**config.mk**
```make
export PLATFORM = sky130hd
export DESIGN_NAME = spike_rate_encoder
export DESIGN_NICKNAME = d
export VERILOG_FILES = /design/src/rtl/spike_rate_encoder.sv
export SDC_FILE = /design/constraint.sdc
export NUM_CORES = 1
export LEC_CHECK = 0
export ABC_CLOCK_PERIOD_IN_PS = 2100
export CAP_MARGIN = 20
export CELL_PAD_IN_SITES_DETAIL_PLACEMENT = 0
export CELL_PAD_IN_SITES_GLOBAL_PLACEMENT = 2
export CORE_MARGIN = 10
export CORE_UTILIZATION = 37
export CTS_BUF_LIST = sky130_fd_sc_hd__clkbuf_8
export DETAILED_ROUTE_END_ITERATION = 10
export GPL_ROUTABILITY_DRIVEN = 0
export PLACE_DENSITY = 0.81
export SETUP_SLACK_MARGIN = 0.3
export SLEW_MARGIN = 10
export SYNTH_ARGS = -nofsm -noshare
export SYNTH_HDL_FRONTEND = slang
export SYNTH_SLANG_ARGS = --single-unit
```
**constraint.sdc**
```tcl
create_clock -name clk -period 2.1 [get_ports clk]
set_input_delay 0.525 -clock clk [delete_from_list [all_inputs] [get_ports clk]]
set_output_delay 0.525 -clock clk [all_outputs]
set_load 0.02 [all_outputs]
```
**src/rtl/spike_rate_encoder.sv**
```systemverilog
// Rate encoder: one phase accumulator per channel turns an intensity vector into spike trains over a fixed window.
// Optional SPIKE_ENC_DITHER_EN seeds each channel's accumulator from a shared 8-bit LFSR at window load.
module spike_rate_encoder #(
    parameter int N_CH   = 8,
    parameter int DATA_W = 8,
    parameter int WINDOW = 256
) (
    input  logic                   clk,
    input  logic                   rst_n,
    input  logic [N_CH*DATA_W-1:0] in_data,
    input  logic                   in_valid,
    output logic                   in_ready,
    input  logic                   halt,
    output logic [N_CH-1:0]        spike_out,
    output logic                   busy,
    output logic                   window_done
);
    localparam int               CNT_W    = $clog2(WINDOW);
    localparam logic [CNT_W-1:0] LAST_CNT = CNT_W'(WINDOW - 1);

    typedef enum logic {S_IDLE, S_RUN} state_t;

    state_t                      r_state;
    logic [N_CH*DATA_W-1:0]      r_shadow;
    logic                        r_shadow_full;
    logic [N_CH-1:0][DATA_W-1:0] r_int;
    logic [N_CH-1:0][DATA_W-1:0] r_acc;
    logic [CNT_W-1:0]            r_count;
    logic [N_CH-1:0]             r_spike;
    logic                        r_done;

    logic                        w_accept;
    logic [N_CH-1:0][DATA_W:0]   w_sum;
    logic [N_CH-1:0][DATA_W-1:0] w_acc_init;

    assign in_ready    = !r_shadow_full && !halt;
    assign w_accept    = in_valid && in_ready;
    assign spike_out   = r_spike;
    assign busy        = (r_state == S_RUN);
    assign window_done = r_done;

    // The carry out of each accumulator is that channel's spike.
    always_comb begin
        for (int k = 0; k < N_CH; k++)
            w_sum[k] = {1'b0, r_acc[k]} + {1'b0, r_int[k]};
    end

`ifdef SPIKE_ENC_DITHER_EN
    logic [7:0] r_lfsr;

    function automatic logic [7:0] rotl8(input logic [7:0] v, input int s);
        logic [15:0] d;
        d = {v, v} << s;
        return d[15:8];
    endfunction

    always_ff @(posedge clk) begin
        if (!rst_n)
            r_lfsr <= 8'h01;
        else if (r_state == S_RUN)
            r_lfsr <= {1'b0, r_lfsr[7:1]} ^ (r_lfsr[0] ? 8'hB8 : 8'h00);
    end

    // Each channel sees a different rotation so the trains start out of phase.
    always_comb begin
        for (int k = 0; k < N_CH; k++)
            w_acc_init[k] = DATA_W'(rotl8(r_lfsr, k % 8));
    end
`else
    assign w_acc_init = '0;
`endif

    always_ff @(posedge clk) begin
        if (!rst_n) begin
            r_state       <= S_IDLE;
            r_shadow      <= '0;
            r_shadow_full <= 1'b0;
            r_int         <= '0;
            r_acc         <= '0;
            r_count       <= '0;
            r_spike       <= '0;
            r_done        <= 1'b0;
        end else if (halt) begin
            r_state       <= S_IDLE;
            r_shadow_full <= 1'b0;
            r_count       <= '0;
            r_spike       <= '0;
            r_done        <= 1'b0;
        end else begin
            if (w_accept)
                r_shadow <= in_data;
            case (r_state)
                S_IDLE: begin
                    r_spike       <= '0;
                    r_done        <= 1'b0;
                    r_shadow_full <= w_accept;
                    if (r_shadow_full) begin
                        r_state <= S_RUN;
                        r_count <= '0;
                        for (int k = 0; k < N_CH; k++) begin
                            r_int[k] <= r_shadow[k*DATA_W +: DATA_W];
                            r_acc[k] <= w_acc_init[k];
                        end
                    end
                end
                S_RUN: begin
                    r_shadow_full <= r_shadow_full || w_accept;
                    for (int k = 0; k < N_CH; k++) begin
                        r_acc[k]   <= w_sum[k][DATA_W-1:0];
                        r_spike[k] <= w_sum[k][DATA_W];
                    end
                    // The last update of the window raises window_done alongside its spikes.
                    if (r_count == LAST_CNT) begin
                        r_done  <= 1'b1;
                        r_count <= '0;
                        r_state <= S_IDLE;
                    end else begin
                        r_done  <= 1'b0;
                        r_count <= r_count + CNT_W'(1);
                    end
                end
                default: r_state <= S_IDLE;
            endcase
        end
    end
endmodule
```
== Word level (Yosys, flattened, before mapping) ==
Cells that the tools add are included.

* Register bits: 211
* Bits in latches: 0
* RAM bits: 0
* Memory bits (read-only): 0
* Memories: 0

* $add $sub $neg: 9
* $mul: 0
* Divide/modulo/power cells: 0
* $lt $le $gt $ge: 0
* Equality and inequality tests: 2
* Shifts and indexed selects: 0
* Multiplexer cells: 12
* Bitwise operators: 3
* Reductions and logical operators: 9

{| class="wikitable"
|+ Operators by type and width
! operator !! count
|-
| $pmux W64 S2 || 1
|-
| $add A8 B8 Y9 || 8
|-
| $mux W64 || 1
|-
| $pmux W8 S2 || 2
|-
| $mux W8 || 2
|-
| $add A8 B1 Y8 const B || 1
|-
| $eq A8 B8 Y1 const B || 1
|-
| $pmux W1 S2 || 3
|-
| $reduce_and A2 Y1 || 2
|-
| $mux W1 || 3
|-
| $not A1 Y1 || 3
|-
| $reduce_and A3 Y1 || 1
|-
| $logic_and A1 B1 Y1 || 2
|-
| $logic_not A1 Y1 || 2
|-
| $ne A2 B2 Y1 const B || 1
|-
| $reduce_or A2 Y1 || 1
|-
| $logic_or A1 B1 Y1 || 1
|}

== Longest topological paths before layout ==
* Word-level depth: 5
* Mapped depth: 8
* Depth with buffers taken out: 8

== Least setup slack after synthesis ==
Ideal clock, no wire load.

* Kind: flip-flop to flip-flop
* From: reg r_int[8] (netlist bit)
* To: reg r_acc[14] (netlist bit)
* Library setup time: 0.117 ns
* Arrival: 1.640 ns
* Slack: 0.343 ns
* Cell stages (with the launch flop): 9
* Cells stage by stage: dfxtp_1 -> ha_1 -> inv_1 -> fa_1 -> nor2b_1 -> o21ai_1 -> a21oi_1 -> o21ai_0 -> a32o_1

* Longest elaborated chain between the ends: 2

{| class="wikitable"
|+ RTL lines
! item !! RTL line !! source
|-
| from (decl) || 26 || <nowiki>logic [N_CH-1:0][DATA_W-1:0] r_int;</nowiki>
|-
| from (signal, indexed assignment) || 101 || <nowiki>r_int[k] <= r_shadow[k*DATA_W +: DATA_W];</nowiki>
|-
| $add A8 B8 Y9 || 45 || <nowiki>w_sum[k] = {1'b0, r_acc[k]} + {1'b0, r_int[k]};</nowiki>
|-
| $pmux W64 S2 || 92 || <nowiki>case (r_state)</nowiki>
|-
| to (signal, indexed assignment) || 102 || <nowiki>r_acc[k] <= w_acc_init[k];</nowiki>
|-
| to (signal, indexed assignment) || 109 || <nowiki>r_acc[k] <= w_sum[k][DATA_W-1:0];</nowiki>
|-
| to (decl) || 27 || <nowiki>logic [N_CH-1:0][DATA_W-1:0] r_acc;</nowiki>
|}

No other way between the ends.
A chain may end at the register's enable or synchronous reset.

== Final worst setup path ==
* From: in halt
* To: out in_ready

* Longest elaborated chain between the ends: 2

{| class="wikitable"
|+ RTL lines
! item !! RTL line !! source
|-
| from (decl) || 13 || <nowiki>input logic halt,</nowiki>
|-
| $logic_not A1 Y1 || 36 || <nowiki>assign in_ready = !r_shadow_full && !halt;</nowiki>
|-
| $logic_and A1 B1 Y1 || 36 ||
|-
| to (decl) || 12 || <nowiki>output logic in_ready,</nowiki>
|}

No other way between the ends.

==> reports/metrics.yaml <==
power_and_ir_drop:
  power.share.combinational: 0.059
  p_switching_mw: 1.91
  p_clk_frac: 0.439
  finalPower_mw: 8.19
  seqPwrFrac: 0.502
  p_per_area_nw_per_um2: 651
  swShare: 0.233
  p_leak_nw: 4.98
  intPower_mw: 6.28
  peakVddDrop_uv: 307
clock_network:
  cts_buffer_depth: 3
  clock_sinks: 211
  cts_root_buf: "clkbuf_8"
  cts_buffers: 38
  clk_pin_slew_ns: 0.06
  cts_tree: "yes"
  worstSkewPairLatency_ns: 0.52
  htree_num_levels: 2
route:
  wl_per_cell_microns: 14.5
  drtPass1Iterations: 4
  postRouteAntennaNets: 0
  drcViolationCount: 0
  vias_per_cell: 4.97
  drt_iter0_drc: 361
  wl_mm: 23.9
  vias: 8199
hold_path:
  hp-start: "r_shadow[48]"
  min_path_type: "reg2reg"
logic_synthesis:
  yosys_warnings: 0
  synthCells: 1183
  synthFlopType: "dfxtp_1"
  synth_top_area_share: 0.420
  yosysSeqAreaShare: 0.420
  synth_area_sq_um: 10100
  synth-edff-count: 0
  yosys-top-cells-area: "dfxtp_1, nand2_1, a21boi_0"
  synthArstFlopShare: 0
  synth.largest_area_cell: "dfxtp_1"
  ys_ff_latch: 211
  synth_nets: 1324
  synth_cell_type_count: 39
  avgSynthCellArea_sq_um: 8.50
critical_path:
  worstPathCellList: "clkdlybuf4s50_1, nor2_1, clkbuf_2"
  crit_family: "buffers and inverters"
  slowest_stage: "clkdlybuf4s50_1"
  critPathMaxStageDelay_ns: 0.42
  cp_max_fo: 2
  rrSetupSlack_ns: 0.32
  rr_startpoint: "r_int[32]"
  arrival_ns: 1.28
  cp.required_ns: 1.57
  crit_path_start: "halt"
  path_buf_inv: 2
  endpoint_kind: "primary output"
  crit_type: "in2out"
  startpoint_type: "primary input"
die:
  io_pins: 79
  initial_utilization: 0.374
  row_count: 60
  die_w_microns: 185
  design.core.area_sq_um: 26900
  die_h_microns: 185
  dieArea_sq_um: 34200
sta:
  min_period_ns: 1.81
  finalHoldViolCount: 0
  setup_viol: 0
  rsz0062_at_grt: "yes"
  fin_crit_sh: 0.860
  relSlewSlack: 0.705
  fin_worst_skew_ns: 0.0125
  fmax_mhz: 554
  finalMaxSlewViolations: 0
  worstMarginPinSlew_ns: 0.441
  hold_ws_ns: 0.450
place:
  hpwl_mm: 15.9
  io_buffers: 78
final_layout:
  final_net_count: 1427
  mostFrequentLayoutCell: "nand2_1"
  area_growth_pct: 25.1
  post-route-util: 0.468
  diodes: 0
  final_cell_mix: "nand2_1, dfxtp_1, a21boi_0"
  drive_above_1_share: 0.154
global_routing:
  grt_start_max_net_pins: 50
  grt_pass1_vias: 7951
  grt.overflow.total: 0
  antenna_found_initial: 0
  grt_pass1_wl_mm: 39.3
  grtUsageTotal: 0.138
outcome:
  status: "complete, no violations"
flow_run:
  max_cap_violations: 0
-- cell families (layout without fill, tap and decap cells) --
| logic type | count (synthesis) | count (layout) | share of synthesized area |
|---|---|---|---|
| AO/OA/AOI/OAI | 332 | 332 | 0.229 |
| XOR/XNOR | 32 | 32 | 0.0279 |
| adder cells (fa/ha/maj) | 73 | 73 | 0.0968 |
| buffers and inverters | 100 | 226 | 0.0423 |
| flip-flops | 211 | 211 | 0.420 |
| AND/OR/NAND/NOR | 435 | 435 | 0.184 |
-- metal layers --
metal	track usage	wire (microns)	vias up	part of all wire
li1	-	-	4268	-
met1	0.174	11300	3798	0.47
met2	0.233	11300	97	0.47
met3	0.0296	947	36	0.040
met4	0.0367	388	0	0.016
met5	0	0	-	0
-- cell type report --
cell class	count	area [sq um]
clock inverter	17	70.1
multi-input combinational	872	5790
sequential	211	4250
tap	341	427
inverter	32	120
clock buffer	46	633
timing repair buffer	131	1290
fill	2710	14300
-- power by group through the flow --
stage / combinational, mW / clock (mW) / sequential, mW
6_report: 0.484 / 3.60 / 4.11
3_5_place_dp: 0.495 / 0 / 4.19
2_1_floorplan: 0.242 / 0 / 4.18
5_1_grt: 0.537 / 3.93 / 4.11
4_1_cts: 0.496 / 3.76 / 4.11
3_3_place_gp: 0.491 / 0 / 4.19
-- tightest hold or removal path: cells and delay by family, from the launching register on --
kind / cells / cell delay [ns]
compound gates: 1 / 0.06
flops: 1 / 0.31
simple gates: 1 / 0.05
-- timing repair --
item	in CTS	in global routing
setup buffers	9	11
pin swaps	16	36
hold buffers	0	0
gates resized for setup	52	69
endpoints found under the hold margin	0	0
endpoints found under the setup margin	21	22
-- cell usage after synthesis, drive strengths merged, types with 8 or more instances --
master,instances
nand3,28
and2,12
nor2,23
a21o,25
o22a,8
o21ai,67
buf,27
inv,32
a211oi,17
a21oi,33
nor2b,27
xnor2,16
a22oi,8
xor2,16
ha,65
a32o,8
a21boi,144
nor3b,9
nand2,319
o41ai,8
clkbuf,41
dfxtp,211
or3,8
fa,8
o2111ai,8
-- state kept, by name (all words and copies together), names as in the netlist --
signal and cells:
r_count 8, r_int 64, r_acc 64, window_done 1, r_shadow_full 1, busy 1
r_shadow 64, spike_out 8
-- metrics by stage --
| stage | cell area (sq um) | setup WS [ns] | instances | TNS (ns) |
|---|---|---|---|---|
| floorplan | 10100 | 0.343 | 1183 | 0 |
| global placement | 11300 | -0.143 | 1567 | -0.143 |
| detailed placement | 11300 | -0.148 | 1567 | -0.148 |
| CTS | 12200 | 0.124 | 1639 | 0 |
| global route | 12600 | 0.213 | 1650 | 0 |
| finish | 12600 | 0.294 | 1650 | 0 |
-- path summary, 6_finish.rpt --
| check | cells after the start | to |
|---|---|---|
| worst max-delay path | 3 | in_ready |
| worst max register to register | 8 | r_acc[38] |
| worst min-delay path | 2 | r_int[48] |
| worst min register to register | 2 | r_int[48] |
Power figures use the tool's default switching activity.
